### src/rtl/all_circuit_pkg.sv
// Shared types and constants for the dual-slope conversion sequencer.
package all_circuit_pkg;

    localparam int CNT_W         = 12;
    localparam int AZ_TICKS_DEF  = 4;
    localparam int INT_TICKS_DEF = 4;
    localparam int DEINT_MAX_DEF = 8;

    typedef enum logic [1:0] {
        AZ    = 2'd0,
        INT   = 2'd1,
        DEINT = 2'd2,
        EOC   = 2'd3
    } state_e;

    typedef logic [CNT_W-1:0] count_t;

    // One finished conversion: de-integrate tick count and over-range flag.
    typedef struct packed {
        logic   over;
        count_t count;
    } conv_t;

    function automatic count_t last_tick(input int ticks);
        return count_t'(ticks - 1);
    endfunction

endpackage

### src/rtl/all_circuit_tick_counter.sv
// Phase tick counter: advances on enabled ticks, clears on phase change, flags the last tick.
module all_circuit_tick_counter
    import all_circuit_pkg::*;
(
    input  logic   clk,
    input  logic   rst,
    input  logic   en,
    input  logic   clr,
    input  count_t term,
    output count_t count,
    output logic   at_term
);

    count_t count_q;

    // NOTE: non-blocking assignments so every flop samples pre-edge values.
    always_ff @(posedge clk) begin
        if (rst || clr) begin
            count_q <= '0;
        end else if (en) begin
            count_q <= count_q + count_t'(1);
        end
    end

    assign count   = count_q;
    // Terminal only counts on an enabled tick, so g2=0 can never end a phase here.
    assign at_term = en && (count_q == term);

endmodule

### src/rtl/all_circuit.sv
// Dual-slope ADC sequencer: auto-zero, integrate, de-integrate, end-of-conversion.
module all_circuit
    import all_circuit_pkg::*;
#(
    parameter int AZ_TICKS  = AZ_TICKS_DEF,
    parameter int INT_TICKS = INT_TICKS_DEF,
    parameter int DEINT_MAX = DEINT_MAX_DEF
) (
    input  logic CP0,
    input  logic R_clock,
    input  logic L3,
    input  logic g2,
    input  logic DH,
    output logic P1,
    output logic P1B,
    output logic S2,
    output logic G4,
    output logic E4,
    output logic D4
);

    state_e state_q, state_d;
    conv_t  conv_q,  conv_d;
    conv_t  disp_q,  disp_d;
    count_t count;
    count_t term;
    logic   at_term;
    logic   phase_change;

    assign term = (state_q == AZ)  ? last_tick(AZ_TICKS)  :
                  (state_q == INT) ? last_tick(INT_TICKS) :
                                     last_tick(DEINT_MAX);

    assign phase_change = (state_d != state_q);

    all_circuit_tick_counter u_tick_counter (
        .clk     (CP0),
        .rst     (R_clock),
        .en      (g2),
        .clr     (phase_change),
        .term    (term),
        .count   (count),
        .at_term (at_term)
    );

    // NOTE: every output of this block gets a default first, so no path infers a latch.
    always_comb begin
        state_d = state_q;
        conv_d  = conv_q;
        disp_d  = disp_q;
        unique case (state_q)
            AZ: begin
                if (at_term) state_d = INT;
            end
            INT: begin
                if (at_term) state_d = DEINT;
            end
            DEINT: begin
                // A comparator crossing beats the over-range limit on the same edge.
                if (!L3) begin
                    state_d = EOC;
                    conv_d  = '{over: 1'b0, count: count};
                end else if (at_term) begin
                    state_d = EOC;
                    conv_d  = '{over: 1'b1, count: count};
                end
            end
            EOC: begin
                state_d = AZ;
                if (DH) disp_d = conv_q;
            end
        endcase
    end

    always_ff @(posedge CP0) begin
        if (R_clock) begin
            state_q <= AZ;
            conv_q  <= '0;
            disp_q  <= '0;
        end else begin
            state_q <= state_d;
            conv_q  <= conv_d;
            disp_q  <= disp_d;
        end
    end

    assign P1  = (state_q == AZ);
    assign P1B = ~P1;
    assign S2  = (state_q == INT);
    assign G4  = (state_q == DEINT);
    assign E4  = (state_q == EOC);
    assign D4  = disp_q.over;

endmodule

### config.mk
export PLATFORM = sky130hd
export DESIGN_NAME = all_circuit
export DESIGN_NICKNAME = d
export VERILOG_FILES = /design/src/rtl/all_circuit_pkg.sv /design/src/rtl/all_circuit_tick_counter.sv /design/src/rtl/all_circuit.sv
export SDC_FILE = /design/constraint.sdc
export NUM_CORES = 1
export LEC_CHECK = 0
export ABC_AREA = 1
export BUFFER_PORTS_ARGS = -buffer_cell sky130_fd_sc_hd__buf_2
export CORE_MARGIN = 2
export CORE_UTILIZATION = 30
export CTS_BUF_LIST = sky130_fd_sc_hd__clkbuf_4 sky130_fd_sc_hd__clkbuf_8 sky130_fd_sc_hd__clkbuf_16
export DETAILED_ROUTE_END_ITERATION = 10
export SLEW_MARGIN = 15
export SYNTH_ARGS = -nofsm -noshare
export SYNTH_HDL_FRONTEND = slang
export SYNTH_SLANG_ARGS = --single-unit
### constraint.sdc
create_clock -name CP0 -period 1.2 [get_ports CP0]
set_input_delay 0.06 -clock CP0 [delete_from_list [all_inputs] [get_ports CP0]]
set_output_delay 0.06 -clock CP0 [all_outputs]
set_load 0.005 [all_outputs]
After elaboration in Yosys (flattened, before gate mapping) --
Cells that the tools add are included. Widths: inputs -> output; s select.
Cells by class: $add $sub $neg 1, equality and inequality tests 6, mux-type cells 9, bitwise gates (word level) 1, reductions and logical operators 5
Operators by type and width (number):
- $mux 13 | 2
- $add 12x1->12 const B | 1
- $eq 12x3->1 | 1
- $mux 2 | 4
- $pmux 2 s4 | 1
- $mux 3 | 2
- $eq 2x2->1 const B | 2
- $reduce_and 2->1 | 2
- $eq 2x1->1 const B | 1
- $logic_not 2->1 | 1
- $ne 2x1->1 const B | 1
- $ne 2x2->1 | 1
- $logic_and 1x1->1 | 1
- $logic_or 1x1->1 | 1
- $not 1->1 | 1
Storage, ports and cells: register bits 16, bits of input ports 5, output and inout bits 6, word-level logic and storage cells 26

Logic depth before layout (Yosys ltp) --
Gate-level depths: netlist of the first run.
word-level depth 10, mapped depth 10, depth with buffers taken out 10

Hierarchy --
From an unflattened synthesis of the first run, not the netlist that was laid out.
Second synthesis, totals: cells, all modules 167, area, all modules 1017.2 um2
By module, submodules not included:
- all_circuit_tick_counter | instances 1, cells each 130, area each 780.7 um2, sequential area each 240.2 um2
- all_circuit | instances 1, cells each 37, area each 236.5 um2, sequential area each 80.1 um2

Worst setup path before layout of the first run --
No wires, ideal clock.
kind register to register, start point register u_tick_counter.count_q[0], in the netlist u_tick_counter.count[0], end point register u_tick_counter.count_q[11], in the netlist u_tick_counter.count[11], library setup time 73 ps, data arrival time 1151 ps, data required time 1127 ps, slack -24 ps, stages on the path, launching flop included 10, path buffers 1, period minus slack after synthesis 1224 ps, cell sequence dfxtp_1 > ha_1 > nand2_2 > inv_2 > nand2_2 > nor2_4 > nand2_4 > nand2_4 > buf_8 > nor3_2
On the way: longest elaborated chain between the ends 7, elaborated cells between the ends (all ways) 10, classes of those cells add/sub (1); eq/ne (2); mux (5); reduce/logical (2)
RTL lines:
- start, declared | RTL line all_circuit_tick_counter.sv:14 | count_t count_q;
- start signal, assigned | RTL line all_circuit_tick_counter.sv:21 | count_q <= count_q + count_t'(1);
- $eq 12x3->1 | RTL line all_circuit_tick_counter.sv:27 | assign at_term = en && (count_q == term);
- $logic_and 1x1->1 | RTL line all_circuit_tick_counter.sv:27
- $mux 2 | RTL line all_circuit.sv:63 | end else if (at_term) begin
- $mux 2 | RTL line all_circuit.sv:60 | if (!L3) begin
- $pmux 2 s4 | RTL line all_circuit.sv:51 | unique case (state_q)
- $ne 2x2->1 | RTL line all_circuit.sv:34 | assign phase_change = (state_d != state_q);
- $logic_or 1x1->1 | RTL line all_circuit_tick_counter.sv:18 | if (rst || clr) begin
Parallel ways exist; a longest one is shown, timed or not. A chain may end at the register's enable or synchronous reset.

Worst setup path after layout of the first run --
start point register u_tick_counter.count_q[0], in the netlist u_tick_counter.count[0], end point register u_tick_counter.count_q[0], in the netlist u_tick_counter.count[0]
The elaborated chain is that of the path after synthesis.

==> flow_summary.yaml, run 1 <==
run_status:
  status: "complete, but fails checks"
  violations: "negative setup slack"
critical_path:
  worst_path_max_delay_cell: "dfxtp_2"
  crit_top_cell: "nand2_4"
  cp_slowest_stage_delay_ns: 0.35
  cp.depth: 9
  r2r_cells: 9
  crit_path_start: "u_tick_counter.count[0]$_SDFFE_PP0P_"
  required_ns: 1.40
  crit_chain: "ha_4 > nand2_4 > inv_4 > nand2_4 > nor2_4 > nand2_4 > nand2_4 > clkbuf_16 > nor3b_2"
  critPathLaunchType: "flop"
  reg2reg_slack_ns: -0.12
  r2r-start: "u_tick_counter.count[0]$_SDFFE_PP0P_"
  regToRegEndpoint: "u_tick_counter.count[0]$_SDFFE_PP0P_"
  critical_path.endpoint: "u_tick_counter.count[0]$_SDFFE_PP0P_"
  crit_path_max_fanout: 5
  cp-end-kind: "flop"
  arrival_ns: 1.52
  critPathBufInv: 2
  crit_family: "simple AND/OR/NAND/NOR gates"
  critPathKind: "flop to flop"
floorplanning:
  start_util: 0.321
  coreArea_mm2: 0.00278
  dieArea_mm2: 0.00343
  placementRows: 19
  io_pins: 11
  die_w_um: 58.6
  die_h_um: 58.6
sta:
  setup_violations: 14
  fin_crit_sh: 1.10
  skew_ns: 0.00866
  max_freq_ghz: 0.759
  max_slew_margin: 0.858
  worst_slack_ns: -0.117
  slew_violations: 0
  rsz0062_at_grt: "yes"
  fin_crit_ns: 1.32
  worst_pin_slew_ns: 0.213
  finalHoldViolCount: 0
synthesis:
  post-synth-top-area-cell: "dfxtp_1"
  ys_top_cells_by_area: "dfxtp_1 (36%), nor2_1 (9.7%), nand2_1 (8.4%)"
  synthesis.nets: 121
  synth_seq_cells: 16
  avgSynthCellArea_um2: 7.77
  yosysWarnings: 0
  yosysSeqAreaShare: 0.359
  synth_top_area_share: 0.359
  synth_cell_types: 26
  syn_inst: 115
  netlist_area_um2: 893
clock_tree:
  htreeDepth: 1
  cts-root-buf: "clkbuf_4"
  clock_latency_ns: 0.28
  numCtsBuffers: 3
  path_clk_slew_ns: 0.10
  cts_tree: "built"
  cts_buffer_depth: 2
  clock_sink_count: 16
drt:
  vias: 801
  drcViolationCount: 0
  routed_wl_um: 1840
  wl_per_cell_um: 10.3
  first_iter_violations: 4
  vias_per_cell: 4.50
  postRouteAntennaNets: 0
  first_pass_iters: 4
power:
  p_leak_nw: 0.523
  p_switching_mw: 0.230
  combinationalPowerShare: 0.102
  switching_share: 0.228
  ir_worst_vdd_mv: 0.584
  power.density_mw_per_mm2: 799
  seqPwrFrac: 0.544
  clkPwrFrac: 0.354
  intPower_mw: 0.777
global_route:
  grt_pass1_wl_um: 3130
  grt_max_degree: 12
  grtUsageTotal: 0.115
  grt_pass1_vias: 769
  globalRouteOverflowTotal: 0
  antenna_found_initial: 0
finish:
  n_antenna_cell: 0
  fin_util: 0.453
  drive_gt1_frac: 0.503
  area_growth_syn_to_layout_pct: 41.0
  design_area_mm2: 0.00126
  nNetsFinal: 154
placed_design:
  detailed_place.area_mm2: 0.00107
  io_buffers: 10
  routabilityCongestion: 0.790
  hpwl_um: 1270
worst_hold_path:
  hold_class: "input port to flop"
job:
  cap_violations: 0
## cells in the mapped netlist, drive strengths merged
master  instances
a21oi           6
buf             1
dfxtp          16
ha              1
inv            13
mux2i           1
nand2          27
nand3           6
nand4           3
nor2           29
nor3            3
nor3b           2
o21ai           1
o21bai          2
or2             1
xnor2           1
xor2            2
## repair_timing
item / CTS / global route
setup endpoints to repair: 15 / 15
setup buffers: 5 / 2
hold buffers: 0 / 0
pin swaps: 3 / 6
gates cloned: 0 / 1
gates resized for setup: 3 / 18
## stage by stage
step                      cells  power, mW  hold WS, ns  worst slack [ns]  setup TNS [ns]
after global routing        178       1.05      0.00995            -0.164           -1.94
final                       178       1.01       0.0132            -0.117           -1.11
after global placement      166      0.627        0.309           -0.0475          -0.509
after detailed placement    166      0.630        0.312           -0.0706          -0.716
after floorplan             115      0.603        0.129         -0.000430       -0.000430
after CTS                   175       1.00      0.00848           -0.0489          -0.273
## placed cells by master (no fill, tap or decap), types with 2 or more instances in the layout
cell      count
nor2_1       19
nand2_1      16
buf_4        15
dfxtp_1      12
buf_2        10
inv_1         8
nand2_2       7
nor2_4        7
nand3_1       6
inv_2         4
nand2_4       4
dfxtp_2       4
nor2_2        3
a21oi_1       3
clkbuf_4      3
nor3b_2       2
nand4_1       2
o21bai_1      2
a21oi_2       2
nor3_2        2
buf_6         2
## kinds of logic after synthesis
logic type | share of synthesized area
DFF | 0.359
and+or+nand+nor | 0.443
xor gates and xnor gates | 0.0294
buffers and inverters | 0.0714
muxes | 0.0112
adders and majority gates | 0.0140
AOI/OAI and AO/OA | 0.0728
## area by class of cell
| type | instances | area (um^2) |
|---|---|---|
| Sequential cell | 16 | 325 |
| Multi-Input combinational cell | 85 | 578 |
| Tap cell | 31 | 38.8 |
| Fill cell | 269 | 1520 |
| Timing Repair Buffer | 29 | 230 |
| Inverter | 13 | 51.3 |
| Clock buffer | 4 | 36.3 |
## sequential cells by signal, indices dropped and copies added (netlist names)
register,flops
D4,1
conv_q,1
state_q,2
u_tick_counter.count,12
## power groups by stage
stage | Clock, mW | Sequential, mW | Combinational, mW
6_report | 0.357 | 0.548 | 0.102
3_3_place_gp | 0 | 0.557 | 0.0704
5_1_grt | 0.388 | 0.549 | 0.113
2_1_floorplan | 0 | 0.556 | 0.0465
4_1_cts | 0.368 | 0.547 | 0.0862
3_5_place_dp | 0 | 0.558 | 0.0722
## worst min path at each step
stage	endpoint	start	depth (start not counted)
after CTS	D4$_SDFFE_PP0P_	R_clock	2
final	state_q[1]$_SDFF_PP0_	R_clock	2
after detailed placement	D4$_SDFFE_PP0P_	R_clock	2
after global routing	state_q[1]$_SDFF_PP0_	R_clock	2
after floorplan	D4$_SDFFE_PP0P_	R_clock	1
after global placement	D4$_SDFFE_PP0P_	R_clock	2
## metal layers
| layer | wire length, um | vias up | global-route usage |
|---|---|---|---|
| li1 | - | 423 | - |
| met1 | 789 | 360 | 0.147 |
| met2 | 987 | 18 | 0.202 |
| met3 | 61 | 0 | 0.0264 |
| met4 | 0 | 0 | 0.0195 |
| met5 | 0 | - | 0 |
No activity file was read; power rests on OpenSTA's default activity.
==> run 2, diff against run 1 <==
ABC_AREA = 0   (was 1)
==> run 2 against run 1 <==
The run still ends with negative setup slack left. Total power down 8.4%. Clock skew decreased by 0.0068 ns. Maximum frequency is 6.9% lower. Highest routed layer is now met4.
==> flow_summary.yaml, run 2 <==
synthesis:
  syn_inst: 84
  synthMuxAreaShare: 0.0270
  synth_top_family_by_area: "simple AND/OR/NAND/NOR gates"
  synth_compound_area_frac: 0.0472
  synthesis.nets: 90
  synthArstFlopShare: 0
  netlist_area_um2: 742
  yosysSeqAreaShare: 0.432
  synthXorXnorAreaFrac: 0.142
  ys_top_cells_by_area: "dfxtp_1 (43%), xnor2_1 (8.3%), nor2_1 (8.1%)"
  synth_top_area_share: 0.432
  yosys_most_used_dff: "dfxtp_1"
  avgSynthCellArea_um2: 8.83
  synth_seq_cells: 16
  ys_top_cells_by_count: "dfxtp_1 (16), nor2_1 (16), xnor2_1 (7), nand2_1 (6), xor2_1 (5)"
  synth_simple_gate_area_frac: 0.295
  synth_adder_area_share: 0.0169
  post-synth-top-area-cell: "dfxtp_1"
  synth_cell_types: 27
  yosysWarnings: 0
  synth_edf_count: 0
finish:
  final_common_cell: "buf_4"
  fin_util: 0.464
  most-common-layout-cells: "buf_4 (19), dfxtp_1 (12), nor2_1 (10), xnor2_1 (7), buf_2 (7)"
  drive_gt1_frac: 0.483
  nNetsFinal: 126
  n_antenna_cell: 0
  area_growth_syn_to_layout_pct: 50.6
  fillers: 227
  largest_reg_flops: 12
  design_area_mm2: 0.00112
clock_tree:
  clock_sink_count: 16
  clock_latency_ns: 0.29
  numCtsBuffers: 3
  cts_tree: "built"
  htreeDepth: 1
  path_clk_slew_ns: 0.09
  ctsHoldBuffers: 0
  cts-root-buf: "clkbuf_4"
  cts_buffer_depth: 2
drt:
  wl_per_cell_um: 11.7
  vias_per_cell: 4.62
  drcViolationCount: 0
  vias: 684
  routed_wl_um: 1740
  first_pass_iters: 4
  first_iter_violations: 7
  postRouteAntennaNets: 0
critical_path:
  critPathLaunchType: "flop"
  critPathKind: "flop to flop"
  crit_path_max_fanout: 6
  r2r_cells: 5
  regToRegEndpoint: "u_tick_counter.count[7]$_SDFFE_PP0P_"
  required_ns: 1.43
  r2r-start: "u_tick_counter.count[1]$_SDFFE_PP0P_"
  reg2reg_slack_ns: -0.21
  cp-end-kind: "flop"
  arrival_ns: 1.64
global_route:
  grt_pass1_wl_um: 2830
  grt_pass1_vias: 663
  use_met2: 0.226
  antenna_found_initial: 0
  gr-max-usage-layer: "met2"
  globalRouteOverflowTotal: 0
  gr-usage-met1: 0.162
  grt_use_met3: 0.0333
  grtUsageTotal: 0.139
  grt_max_degree: 9
power:
  power.density_mw_per_mm2: 825
  p_leak_nw: 0.450
  clkPwrFrac: 0.310
  total_power_mw: 0.922
  p_switching_mw: 0.217
  intPower_mw: 0.705
  ir_worst_vdd_mv: 0.594
  seqPwrFrac: 0.596
  switching_share: 0.235
  combinationalPowerShare: 0.093
floorplanning:
  die_w_um: 53.7
  coreArea_mm2: 0.00241
  start_util: 0.308
  placementRows: 18
  dieArea_mm2: 0.00289
  io_pins: 11
  die_h_um: 53.7
sta:
  skew_ns: 0.00185
  setup_violations: 15
  worst_pin_slew_ns: 0.295
  fin_hold_ws_ns: 0.0314
  max_freq_ghz: 0.707
  max_slew_margin: 0.801
  slew_violations: 0
  worst_slack_ns: -0.215
  finalHoldViolCount: 0
  fin_crit_ns: 1.41
  rsz0062_at_grt: "yes"
  fin_crit_sh: 1.18
worst_hold_path:
  min-delay-start: "R_clock"
  hold_class: "input port to flop"
  whs_endpoint: "D4$_SDFFE_PP0P_"
  min_path_cells: 2
run_status:
  status: "complete, but fails checks"
  violations: "negative setup slack"
placed_design:
  hpwl_um: 1160
  routabilityCongestion: 0.719
  io_buffers: 10
  detailed_place.area_um2: 976
job:
  cap_violations: 0
[run 2: cell count changes after synthesis, sizes merged, moves of 3 or more]
cell	change
a21oi	-3
inv	-10
nand2	-21
nand3	-4
nor2	-13
xnor2	+6
xor2	+3
[run 2: worst max-delay path, stage by stage (launching register included)]
cell,delay (ns)
dfxtp_2,0.35
ha_4,0.16
nor4bb_4,0.14
and4_4,0.17
or3b_4,0.42
nor2_1,0.12
[run 2: per-layer routing]
metal / wire length (um) / up-vias
met1: 769 / 310
met2: 858 / 16
li1: - / 352
met3: 68 / 6
met4: 42 / 0
met5: 0 / -
[run 2: how the worst max path moves through the flow]
stage | start | to | slack, ns
2_1_floorplan | u_tick_counter.count[0]$_SDFFE_PP0P_ | u_tick_counter.count[1]$_SDFFE_PP0P_ | -0.22
3_3_place_gp | u_tick_counter.count[7]$_SDFFE_PP0P_ | state_q[0]$_SDFF_PP0_ | -0.19
3_5_place_dp | u_tick_counter.count[1]$_SDFFE_PP0P_ | u_tick_counter.count[1]$_SDFFE_PP0P_ | -0.21
4_1_cts | u_tick_counter.count[1]$_SDFFE_PP0P_ | state_q[0]$_SDFF_PP0_ | -0.18
5_1_grt | u_tick_counter.count[1]$_SDFFE_PP0P_ | state_q[0]$_SDFF_PP0_ | -0.26
6_report | u_tick_counter.count[1]$_SDFFE_PP0P_ | u_tick_counter.count[7]$_SDFFE_PP0P_ | -0.21
[run 2: cell type report]
| type | count | area (um^2) | share of cell area |
|---|---|---|---|
| inverters | 3 | 11.3 | 0.0101 |
| multi-input cells | 64 | 475 | 0.426 |
| well taps | 30 | 37.5 | 0.0336 |
| repair buffers | 32 | 245 | 0.219 |
| flip-flops and latches | 16 | 325 | 0.291 |
| clock buffers | 3 | 22.5 | 0.0202 |
[run 2: per-stage QoR]
step,setup TNS (ns),worst slack [ns],std cells
after global routing,-3.64,-0.257,148
after detailed placement,-2.76,-0.208,142
after global placement,-2.44,-0.189,142
after floorplan,-2.42,-0.216,84
final,-2.74,-0.215,148
after CTS,-2.23,-0.178,147
[run 2: what timing repair did]
item	CTS	global route
gates resized for setup	7	18
cloned	1	0
setup buffers	1	1
endpoints found under the setup margin	18	19
pin swaps	2	4
[run 2: cell families after synthesis]
logic type                 after synthesis
muxes                                    2
AOI/OAI and AO/OA                        6
DFF                                     16
buffers and inverters                    5
and+or+nand+nor                         42
adders and majority gates                1
xor gates and xnor gates                12
[run 2: power groups by stage]
stage,sequential [mW],clock (mW),combinational [mW]
floorplan,0.562,0,0.0417
global placement,0.561,0,0.0705
detailed placement,0.561,0,0.0729
CTS,0.549,0.296,0.0780
global route,0.551,0.322,0.0960
finish,0.550,0.286,0.0859
